**src/rtl/if_fetch_pkg.sv**
```systemverilog
// Shared constants and encodings for the instruction-fetch stage.
// NOP value, FSM states, next-PC select codes and the default reset PC.
package if_fetch_pkg;

  localparam logic [31:0] NOP_INST         = 32'h0000_0000;
  localparam logic [31:0] DEFAULT_RESET_PC = 32'h0000_0000;
  localparam logic [2:0]  PC_STEP          = 3'd4;

  typedef enum logic {
    FETCH = 1'b0,
    HOLD  = 1'b1
  } fetch_state_e;

  typedef enum logic [1:0] {
    PC_SEL_HOLD   = 2'd0,
    PC_SEL_INC    = 2'd1,
    PC_SEL_TARGET = 2'd2
  } pc_sel_e;

endpackage

```
**src/rtl/if_pc_next.sv**
```systemverilog
// Combinational next-PC selection between hold, sequential and redirect target.
// Kept standalone so a variant that resolves jumps in IF can reuse it.
module if_pc_next
  import if_fetch_pkg::*;
#(
  parameter int ADDR_W = 32
) (
  input  logic [ADDR_W-1:0] pc,
  input  logic [ADDR_W-1:0] target,
  input  pc_sel_e           sel,
  output logic [ADDR_W-1:0] pc_plus4,
  output logic [ADDR_W-1:0] pc_next
);

  // Sequential increment wraps modulo 2^ADDR_W; target is taken verbatim.
  always_comb begin
    pc_plus4 = pc + ADDR_W'(PC_STEP);
    pc_next  = pc;
    case (sel)
      PC_SEL_HOLD:   pc_next = pc;
      PC_SEL_INC:    pc_next = pc_plus4;
      PC_SEL_TARGET: pc_next = target;
      default:       pc_next = pc;
    endcase
  end

endmodule

```
**src/rtl/if_fetch.sv**
```systemverilog
// Instruction-fetch stage: owns the PC, talks to a variable-latency imem and
// presents {addr, inst, valid} to IF/ID, honouring stall and redirect.
module if_fetch
  import if_fetch_pkg::*;
#(
  parameter int                ADDR_W   = 32,
  parameter int                DATA_W   = 32,
  parameter logic [ADDR_W-1:0] RESET_PC = ADDR_W'(DEFAULT_RESET_PC)
) (
  input  logic              clk_i,
  input  logic              start_i,
  input  logic              stall_i,
  input  logic              redirect_i,
  input  logic [ADDR_W-1:0] target_i,
  output logic              imem_req_o,
  output logic [ADDR_W-1:0] imem_addr_o,
  input  logic              imem_ack_i,
  input  logic [DATA_W-1:0] imem_data_i,
  output logic [ADDR_W-1:0] addr_o,
  output logic [DATA_W-1:0] inst_o,
  output logic              valid_o
);

  localparam logic [DATA_W-1:0] NOP_W  = DATA_W'(NOP_INST);
  localparam logic [ADDR_W-1:0] ZERO_A = {ADDR_W{1'b0}};

  fetch_state_e      state_r, state_s;
  pc_sel_e           pc_sel_s;
  logic [ADDR_W-1:0] pc_r, pc_next_s, pc_plus4_s;
  logic [DATA_W-1:0] buf_inst_r, buf_inst_s;
  logic [ADDR_W-1:0] buf_addr_r, buf_addr_s;
  logic [ADDR_W-1:0] addr_r, addr_s;
  logic [DATA_W-1:0] inst_r, inst_s;
  logic              valid_r, valid_s;

  if_pc_next #(
    .ADDR_W (ADDR_W)
  ) u_pc_next (
    .pc       (pc_r),
    .target   (target_i),
    .sel      (pc_sel_s),
    .pc_plus4 (pc_plus4_s),
    .pc_next  (pc_next_s)
  );

  assign imem_req_o  = (state_r == FETCH) & start_i;
  assign imem_addr_o = pc_r;
  assign addr_o      = addr_r;
  assign inst_o      = inst_r;
  assign valid_o     = valid_r;

  // Next-state, next-PC select, hold buffer and output register updates.
  always_comb begin
    state_s    = state_r;
    pc_sel_s   = PC_SEL_HOLD;
    buf_inst_s = buf_inst_r;
    buf_addr_s = buf_addr_r;
    addr_s     = addr_r;
    inst_s     = inst_r;
    valid_s    = valid_r;
    if (redirect_i) begin
      // Redirect wins over stall; any same-cycle ack belongs to the dead path.
      state_s    = FETCH;
      pc_sel_s   = PC_SEL_TARGET;
      buf_inst_s = NOP_W;
      buf_addr_s = ZERO_A;
      inst_s     = NOP_W;
      valid_s    = 1'b0;
    end else begin
      case (state_r)
        FETCH: begin
          if (imem_ack_i) begin
            pc_sel_s = PC_SEL_INC;
            if (stall_i) begin
              state_s    = HOLD;
              buf_inst_s = imem_data_i;
              buf_addr_s = pc_plus4_s;
            end else begin
              inst_s  = imem_data_i;
              addr_s  = pc_plus4_s;
              valid_s = 1'b1;
            end
          end else if (!stall_i) begin
            inst_s  = NOP_W;
            valid_s = 1'b0;
          end else begin
            state_s = FETCH;
          end
        end
        HOLD: begin
          if (!stall_i) begin
            state_s = FETCH;
            inst_s  = buf_inst_r;
            addr_s  = buf_addr_r;
            valid_s = 1'b1;
          end else begin
            state_s = HOLD;
          end
        end
        default: begin
          state_s = FETCH;
        end
      endcase
    end
  end

  // State, PC, buffer and output registers with synchronous active-low reset.
  always_ff @(posedge clk_i) begin
    if (!start_i) begin
      state_r    <= FETCH;
      pc_r       <= RESET_PC;
      buf_inst_r <= NOP_W;
      buf_addr_r <= ZERO_A;
      addr_r     <= ZERO_A;
      inst_r     <= NOP_W;
      valid_r    <= 1'b0;
    end else begin
      state_r    <= state_s;
      pc_r       <= pc_next_s;
      buf_inst_r <= buf_inst_s;
      buf_addr_r <= buf_addr_s;
      addr_r     <= addr_s;
      inst_r     <= inst_s;
      valid_r    <= valid_s;
    end
  end

endmodule

```
**config.mk**
```make
export PLATFORM = sky130hd
export DESIGN_NAME = if_fetch
export DESIGN_NICKNAME = d
export VERILOG_FILES = /design/src/rtl/if_fetch_pkg.sv /design/src/rtl/if_pc_next.sv /design/src/rtl/if_fetch.sv
export SDC_FILE = /design/constraint.sdc
export NUM_CORES = 1
export LEC_CHECK = 0
export CAP_MARGIN = 20
export CORE_ASPECT_RATIO = 1.5
export CORE_MARGIN = 2
export CORE_UTILIZATION = 32
export CTS_CLUSTER_DIAMETER = 100
export DETAILED_ROUTE_END_ITERATION = 7
export PLACE_DENSITY = 0.6
export SKIP_LAST_GASP = 1
export SYNTH_ARGS = -nofsm -noshare
export SYNTH_HDL_FRONTEND = slang
export SYNTH_SLANG_ARGS = --single-unit
```
**constraint.sdc**
```tcl
create_clock -name clk_i -period 3.3 [get_ports clk_i]
set_input_delay 0.66 -clock clk_i [delete_from_list [all_inputs] [get_ports clk_i]]
set_output_delay 0.66 -clock clk_i [all_outputs]
set_load 0.02 [all_outputs]
```
==> parameters.txt, run 1 <==
Parameter                              Value

Cells and area
  Fraction of layout instances using a drive strength above 1 ... under 10%
  Antenna fix cells ... 0
  Most used cells in the layout excluding fill and tap cells ... 165 x clkdlybuf4s50_1, 161 x a21oi_1, 161 x dfxtp_1
  Commonest non-fill, non-tap cell in the layout ... clkdlybuf4s50_1
  Number of nets at the end of the flow ... 1112
  Layout overhead on the synthesized area ... 34.55%

Power
  Max VDD drop ... between 0.3 and 0.4 mV
  Leakage power total ... between 3 and 4 nW
  Final Power ... 4.633 mW
  Power Density ... 483.3 mW/mm²

Critical path
  Count of buffer and inverter cells on the critical path ... 3
  Worst reg-to-reg setup slack ... roughly 0.9 ns
  Worst setup path class ... primary input to output port
  CP arrival ... between 2 and 2.5 ns
  Critical path startpoint category ... primary input
  Kind of end point of the critical path ... output port
  Critical path data required time ... 2.64 ns
  Critical path, cell by cell ... clkdlybuf4s50_1, inv_1, nor2_1, clkdlybuf4s50_1
  Largest delay contributor family on the critical path ... buffers and inverters
  Worst setup startpoint ... start_i
  Highest cell delay on the worst timing path ... ~0.64 ns
  Biggest fanout along the worst timing path ... 6
  Cell occurring most often along the worst timing path ... clkdlybuf4s50_1
  Worst flop-to-flop path startpoint ... imem_addr_o[2]
  Library cell contributing the largest single delay on the critical path ... clkdlybuf4s50_1

Timing
  Final max-slew violation count ... 0
  Final setup skew ... 0.008829 ns
  Highest clock frequency the design can meet ... roughly 360 MHz
  Post-layout minimum cycle time ... 2.815 ns
  Setup repair after global routing missed its margin ... no
  Transition time at the pin with the least slew margin ... about 0.94 ns
  Final-report hold violation count ... 0
  Period Utilization, post-route ... a little under nine tenths
  Slew headroom ... 37.52%
  Final setup violation count ... 0
  Final setup TNS ... 0 ns

Yosys
  Fraction of the mapped netlist area in adder cells ... less than 1%
  Number of synthesis warnings ... 0
  Number of register bits inferred by synthesis ... between 150 and 200
  Sequential fraction of the synthesis area ... 45.52%
  Share of flip-flops with an asynchronous set or reset ... 0%
  Mapped Avg Cell Area ... ~8 µm²
  Share of cell area taken by muxes after synthesis ... less than 1%
  Main combinational cell family by area after synthesis ... simple AND/OR/NAND/NOR gates
  Xor and xnor area share after synthesis ... 6.639%
  Synth Area in Compound Gates ... between 10% and 20%
  Top cell type's share of synthesized area ... between 40% and 50%
  Dominant register cell in the synthesized netlist ... dfxtp_1
  Synth Instances ... around 910
  Post-Synth Simple-Gate Area ... about 22%
  Net count after synthesis ... 984
  Number of enable-type register cells in the synthesized netlist ... 0
  Top cells by area, synth ... dfxtp_1 46%, a21oi_1 11%, nand2_1 7.3%, xnor2_1 4.7%, nor2_1 4.1%
  Yosys cell types ... 44
  Cell type with the highest aggregate area in the netlist ... dfxtp_1
  Mapped Area ... 0.007124 mm²

Routing
  Vias ... just under 7000
  Per-cell routed wire length ... 15.52 µm
  Detailed Routing Iterations Pass 1 ... 5
  Average via count per standard cell ... 5.089
  Number of nets with antenna violations after routing ... 0
  DRC violation total after the first TritonRoute iteration ... between 500 and 600
  Number of DRC violations after detailed routing ... 0
  Wire length after detailed routing ... 20600 µm

Clocking
  Clock slew at reported path FFs ... ~0.06 ns
  Hold-fix buffers at CTS ... 0
  Clock latency on the worst-skew pair ... between 0.4 and 0.5 ns
  Number of gates resized after CTS ... 0
  Total CTS buffers ... 17
  Clock tree root driver cell ... clkbuf_16
  Maximum buffer depth of the clock tree ... 2
  CTS H-tree depth ... 4
  Number of buffers added for setup after CTS ... 0
  TritonCTS clock tree ... built
  Total number of clock tree sinks ... roughly 160

Place
  Port Buffer Count ... 166
  Final Wtd Congestion ... 0.7501
  Half-perimeter wire length of the detailed placement result ... between 10000 and 15000 µm

Floorplan
  Std-Cell Rows ... 66
  Initial core utilization ... about a third
  Full die area ... 0.02350 mm²
  Area of the core ... ~0.022 mm²
  Ports placed on the boundary ... roughly 170
  DIE HEIGHT ... between 150 and 200 µm
  Overall die width ... 125.8 µm

Min path
  Worst hold-check path type ... flop to flop
  Worst hold path startpoint ... buf_inst_r[18]

Global route
  Initial antenna violation count ... 0
  Pin count of the biggest net entering global routing ... 81
  Number of global-route vias before repair ... 6323
  Overall overflow remaining after global route ... 0
  Global-route wire length before repair ... 33420 µm
  Total Routing Usage GR ... around 17%

Status
  Status ... completed

Run
  Max_cap viols ... 0
metal layers:
metal	wire length (µm)	track usage, %	vias up
met4	475	6.086	0
met2	10230	30.62	187
met5	0	0	-
li1	-	-	3417
met3	880	3.268	24
met1	9010	21.34	3125
worst paths after layout:
| path | to | cells after the start |
|---|---|---|
| setup reg to reg | imem_addr_o[26] | 5 |
| hold reg to reg | buf_inst_r[18] | 2 |
| hold / removal | buf_inst_r[18] | 2 |
| setup / recovery | imem_req_o | 4 |
flip-flops by register name, indices dropped and copies added (netlist names):
| signal | count |
|---|---|
| state_r | 1 |
| inst_o | 32 |
| imem_addr_o | 32 |
| addr_o | 32 |
| buf_inst_r | 32 |
| buf_addr_r | 32 |
| valid_o | 1 |
cell usage after synthesis, types with 2 or more instances:
master / n
nand3_1: 54
inv_1: 4
nand2_1: 138
and3_1: 17
nor3_1: 20
a211oi_1: 19
or3_1: 4
buf_4: 4
nand4_1: 5
o22ai_1: 13
and2_1: 4
and4_1: 5
o21ai_0: 51
a221oi_1: 2
o21a_1: 2
nor2_1: 78
o211ai_1: 2
a31oi_1: 4
nor4_1: 9
a21o_1: 2
mux2i_1: 5
buf_1: 9
a21oi_1: 161
dfxtp_1: 162
clkbuf_1: 63
buf_2: 3
xor2_1: 16
xnor2_1: 38
nand2b_1: 4
a211o_1: 2
cell families after synthesis:
family	Yosys count
DFF	162
and+or+nand+nor	348
AOI/OAI and AO/OA	260
adders and majority gates	1
buffers and inverters	84
xor gates and xnor gates	54
muxes	5
tightest hold or removal path: cells and delay by family (launching register included):
kind             cells  cell delay (ns)
AO/OA/AOI/OAI        1             0.05
AND/OR/NAND/NOR      1             0.05
flip-flops           1             0.31
where the power goes:
group / switching (mW) / internal [mW]
clock: 0.881 / 1.08
combinational: 0.308 / 0.260
sequential: 0.0757 / 2.02
total: 1.27 / 3.37
final cells by class:
cell class                      count  area [µm²]
Fill cell                        2235       12220
Multi-Input combinational cell    668        3562
Sequential cell                   162        3244
Timing Repair Buffer              188        1834
Clock buffer                       18       439.2
Tap cell                          272       340.3
Clock inverter                     14       146.4
Inverter                            5       18.77
per-stage QoR:
step | hold slack, ns | instance area, µm² | setup slack, ns | instances | util, %
2_1_floorplan | 0.4360 | 7124 | 1.088 | 914 | -
3_3_place_gp | 0.4407 | 9000 | 0.4706 | 1295 | 41.28
3_5_place_dp | 0.4467 | 9000 | 0.4734 | 1295 | 41.28
4_1_cts | 0.4561 | 9585 | 0.4735 | 1327 | 43.97
5_1_grt | 0.4740 | 9585 | 0.4681 | 1327 | 43.97
6_report | 0.4536 | 9585 | 0.4849 | 1327 | 43.97
Note: power is estimated with default switching activity, not from simulation.
==> run 2, diff against run 1 <==
==> constraint.sdc (replaced) <==
create_clock -name clk_i -period 3.1 [get_ports clk_i]
set_input_delay 0.62 -clock clk_i [delete_from_list [all_inputs] [get_ports clk_i]]
set_output_delay 0.62 -clock clk_i [all_outputs]
set_load 0.02 [all_outputs]
==> run 2 against run 1 <==
Against the previous run: die area stayed put; cell count unchanged; non-clock buffer count stayed put; design area rose by 0.39%; power rose by 8.5%; global-route usage about the same; first-iteration DRC count rose by 2.5%; setup slack improved by 0.020 ns; wire length is essentially flat; clock power grew 11%; hold slack is essentially flat; clock skew down 0.0036 ns; critical path type unchanged; largest cell class unchanged; largest power group unchanged; highest routed layer unchanged.
==> parameters.txt, run 2 (synthesis results as in run 1) <==
Parameter                              Value

Critical path
  Count of buffer and inverter cells on the critical path ... 3 (unchanged)
  Critical path startpoint category ... primary input (unchanged)
  Worst reg-to-reg setup slack ... 0.80 ns (was 0.91 ns)
  Library cell contributing the largest single delay on the critical path ... clkdlybuf4s50_1 (unchanged)
  Largest delay contributor family on the critical path ... buffers and inverters (unchanged)
  End of the worst register-to-register path ... imem_addr_o[22] (was imem_addr_o[26])
  Worst flop-to-flop path startpoint ... imem_addr_o[4] (was imem_addr_o[2])
  Highest cell delay on the worst timing path ... 0.63 ns (was 0.64 ns)
  Worst setup path end ... imem_req_o (unchanged)
  CP arrival ... 1.97 ns (was 2.16 ns)
  Worst reg2reg path depth ... 5 (unchanged)
  Biggest fanout along the worst timing path ... 2 (was 6)
  Critical path, cell by cell ... clkdlybuf4s50_1, inv_1, nor2_1, clkdlybuf4s50_1 (unchanged)
  Worst setup startpoint ... start_i (unchanged)
  Total number of cells along the worst setup path ... 4 (unchanged)
  Cell occurring most often along the worst timing path ... clkdlybuf4s50_1 (unchanged)
  Kind of end point of the critical path ... output port (unchanged)
  Critical path data required time ... 2.48 ns (was 2.64 ns)
  Worst setup path class ... primary input to output port (unchanged)

Routing
  Per-cell routed wire length ... 15.53 µm (was 15.52 µm)
  Number of nets with antenna violations after routing ... 0 (unchanged)
  Detailed Routing Iterations Pass 1 ... 5 (unchanged)
  Wire length after detailed routing ... 20610 µm (was 20600 µm)
  Number of DRC violations after detailed routing ... 0 (unchanged)
  Vias ... 6734 (was 6753)
  Average via count per standard cell ... 5.075 (was 5.089)
  DRC violation total after the first TritonRoute iteration ... 564 (was 550)

Floorplan
  Std-Cell Rows ... 66 (unchanged)
  Ports placed on the boundary ... 167 (unchanged)
  Full die area ... 0.02350 mm² (unchanged)
  Area of the core ... 0.02180 mm² (unchanged)
  Initial core utilization ... 32.68% (unchanged)
  Overall die width ... 125.8 µm (unchanged)
  DIE HEIGHT ... 186.7 µm (unchanged)

Place
  Port Buffer Count ... 166 (unchanged)
  Half-perimeter wire length of the detailed placement result ... 13760 µm (was 13840 µm)
  Final Wtd Congestion ... 0.7897 (was 0.7501)

Global route
  Initial antenna violation count ... 0 (unchanged)
  Global-route wire length before repair ... 33280 µm (was 33420 µm)
  Pin count of the biggest net entering global routing ... 81 (unchanged)
  Number of global-route vias before repair ... 6319 (was 6323)
  Overall overflow remaining after global route ... 0 (unchanged)
  Total Routing Usage GR ... 17.51% (was 17.48%)

Power
  Power Density ... 522.4 mW/mm² (was 483.3 mW/mm²)
  Leakage power total ... 3.231 nW (was 3.209 nW)
  Final Power ... 5.027 mW (was 4.633 mW)
  Max VDD drop ... 0.3910 mV (was 0.3457 mV)

Clocking
  Number of gates resized after CTS ... 0 (unchanged)
  Total CTS buffers ... 17 (unchanged)
  Clock latency on the worst-skew pair ... 0.43 ns (about the same)
  Number of buffers added for setup after CTS ... 0 (unchanged)
  CTS H-tree depth ... 4 (unchanged)
  Clock tree root driver cell ... clkbuf_16 (unchanged)
  Maximum buffer depth of the clock tree ... 2 (unchanged)
  TritonCTS clock tree ... built (unchanged)
  Clock slew at reported path FFs ... 0.06 ns (about the same)
  Hold-fix buffers at CTS ... 0 (unchanged)
  Total number of clock tree sinks ... 162 (unchanged)

Status
  Status ... completed (unchanged)

Cells and area
  Sequential cell area ... 0.003244 mm² (unchanged)
  Commonest non-fill, non-tap cell in the layout ... clkdlybuf4s50_1 (unchanged)
  FILL cells ... 2207 (was 2235)
  Number of nets at the end of the flow ... 1112 (unchanged)
  Multi-input logic area ... 0.003562 mm² (unchanged)
  Layout overhead on the synthesized area ... 35.07% (was 34.55%)
  Most used cells in the layout excluding fill and tap cells ... 165 x clkdlybuf4s50_1, 161 x a21oi_1, 161 x dfxtp_1 (unchanged)
  Fraction of layout instances using a drive strength above 1 ... 6.351% (was 6.445%)
  Antenna fix cells ... 0 (unchanged)

Timing
  Setup repair after global routing missed its margin ... no (unchanged)
  Final setup TNS ... 0 ns (unchanged)
  Final-report hold violation count ... 0 (unchanged)
  Post-layout minimum cycle time ... between 2 and 3 ns
  Final setup skew ... 0.005192 ns (was 0.008829 ns)
  Slew headroom ... 36.09% (was 37.52%)
  Final max-slew violation count ... 0 (unchanged)
  Highest clock frequency the design can meet ... 385.4 MHz
  Period Utilization, post-route ... 83.71%
  Transition time at the pin with the least slew margin ... 0.9586 ns (was 0.9370 ns)
  Final setup violation count ... 0 (unchanged)

Min path
  Worst hold path startpoint ... addr_o[5] (was buf_inst_r[18])
  Worst hold-check path type ... flop to flop (unchanged)

Run
  Max_cap viols ... 0 (unchanged)
-- run 2: stage by stage --
stage	setup slack (ns)	util, %	area (µm²)	hold slack [ns]	cells
floorplan	0.9281	-	7124	0.4360	914
global placement	0.3351	41.34	9012	0.4399	1295
detailed placement	0.3012	41.34	9012	0.4467	1295
CTS	0.4869	44.14	9623	0.4553	1327
global route	0.4789	44.14	9623	0.4661	1327
finish	0.5050	44.14	9623	0.4537	1327
-- run 2: area by class of cell --
class | count | area share, %
Clock buffer | 20 | 4.746
Sequential cell | 162 | 33.71
Tap cell | 272 | 3.537
Clock inverter | 12 | 1.599
Multi-Input combinational cell | 668 | 37.02
Timing Repair Buffer | 188 | 19.19
Inverter | 5 | 0.1950
-- run 2: worst min-delay path by stage --
stage,to,cells after the start
after floorplan,buf_addr_r[0],2
after CTS,buf_inst_r[27],2
final,addr_o[5],2
after global routing,buf_inst_r[9],2
after detailed placement,buf_inst_r[3],2
after global placement,addr_o[8],2
-- run 2: report_power, final --
group	switching (mW)	leakage, nW	internal, mW
Combinational	0.333	1.62	0.278
Sequential	0.0768	1.32	2.16
Clock	0.872	0.293	1.31
-- run 2: layer usage --
layer | vias to the layer above | GRT usage (%) | wire length (µm)
li1 | 3422 | - | -
met1 | 3092 | 21.16 | 8923
met2 | 195 | 29.83 | 10270
met3 | 25 | 3.842 | 982
met4 | 0 | 7.481 | 437
met5 | - | 0 | 0
-- run 2: worst min-delay path: cells and delay by family (launching register included) --
kind	cells	cell delay [ns]
compound gates	1	0.05
flops	1	0.31
simple gates	1	0.05
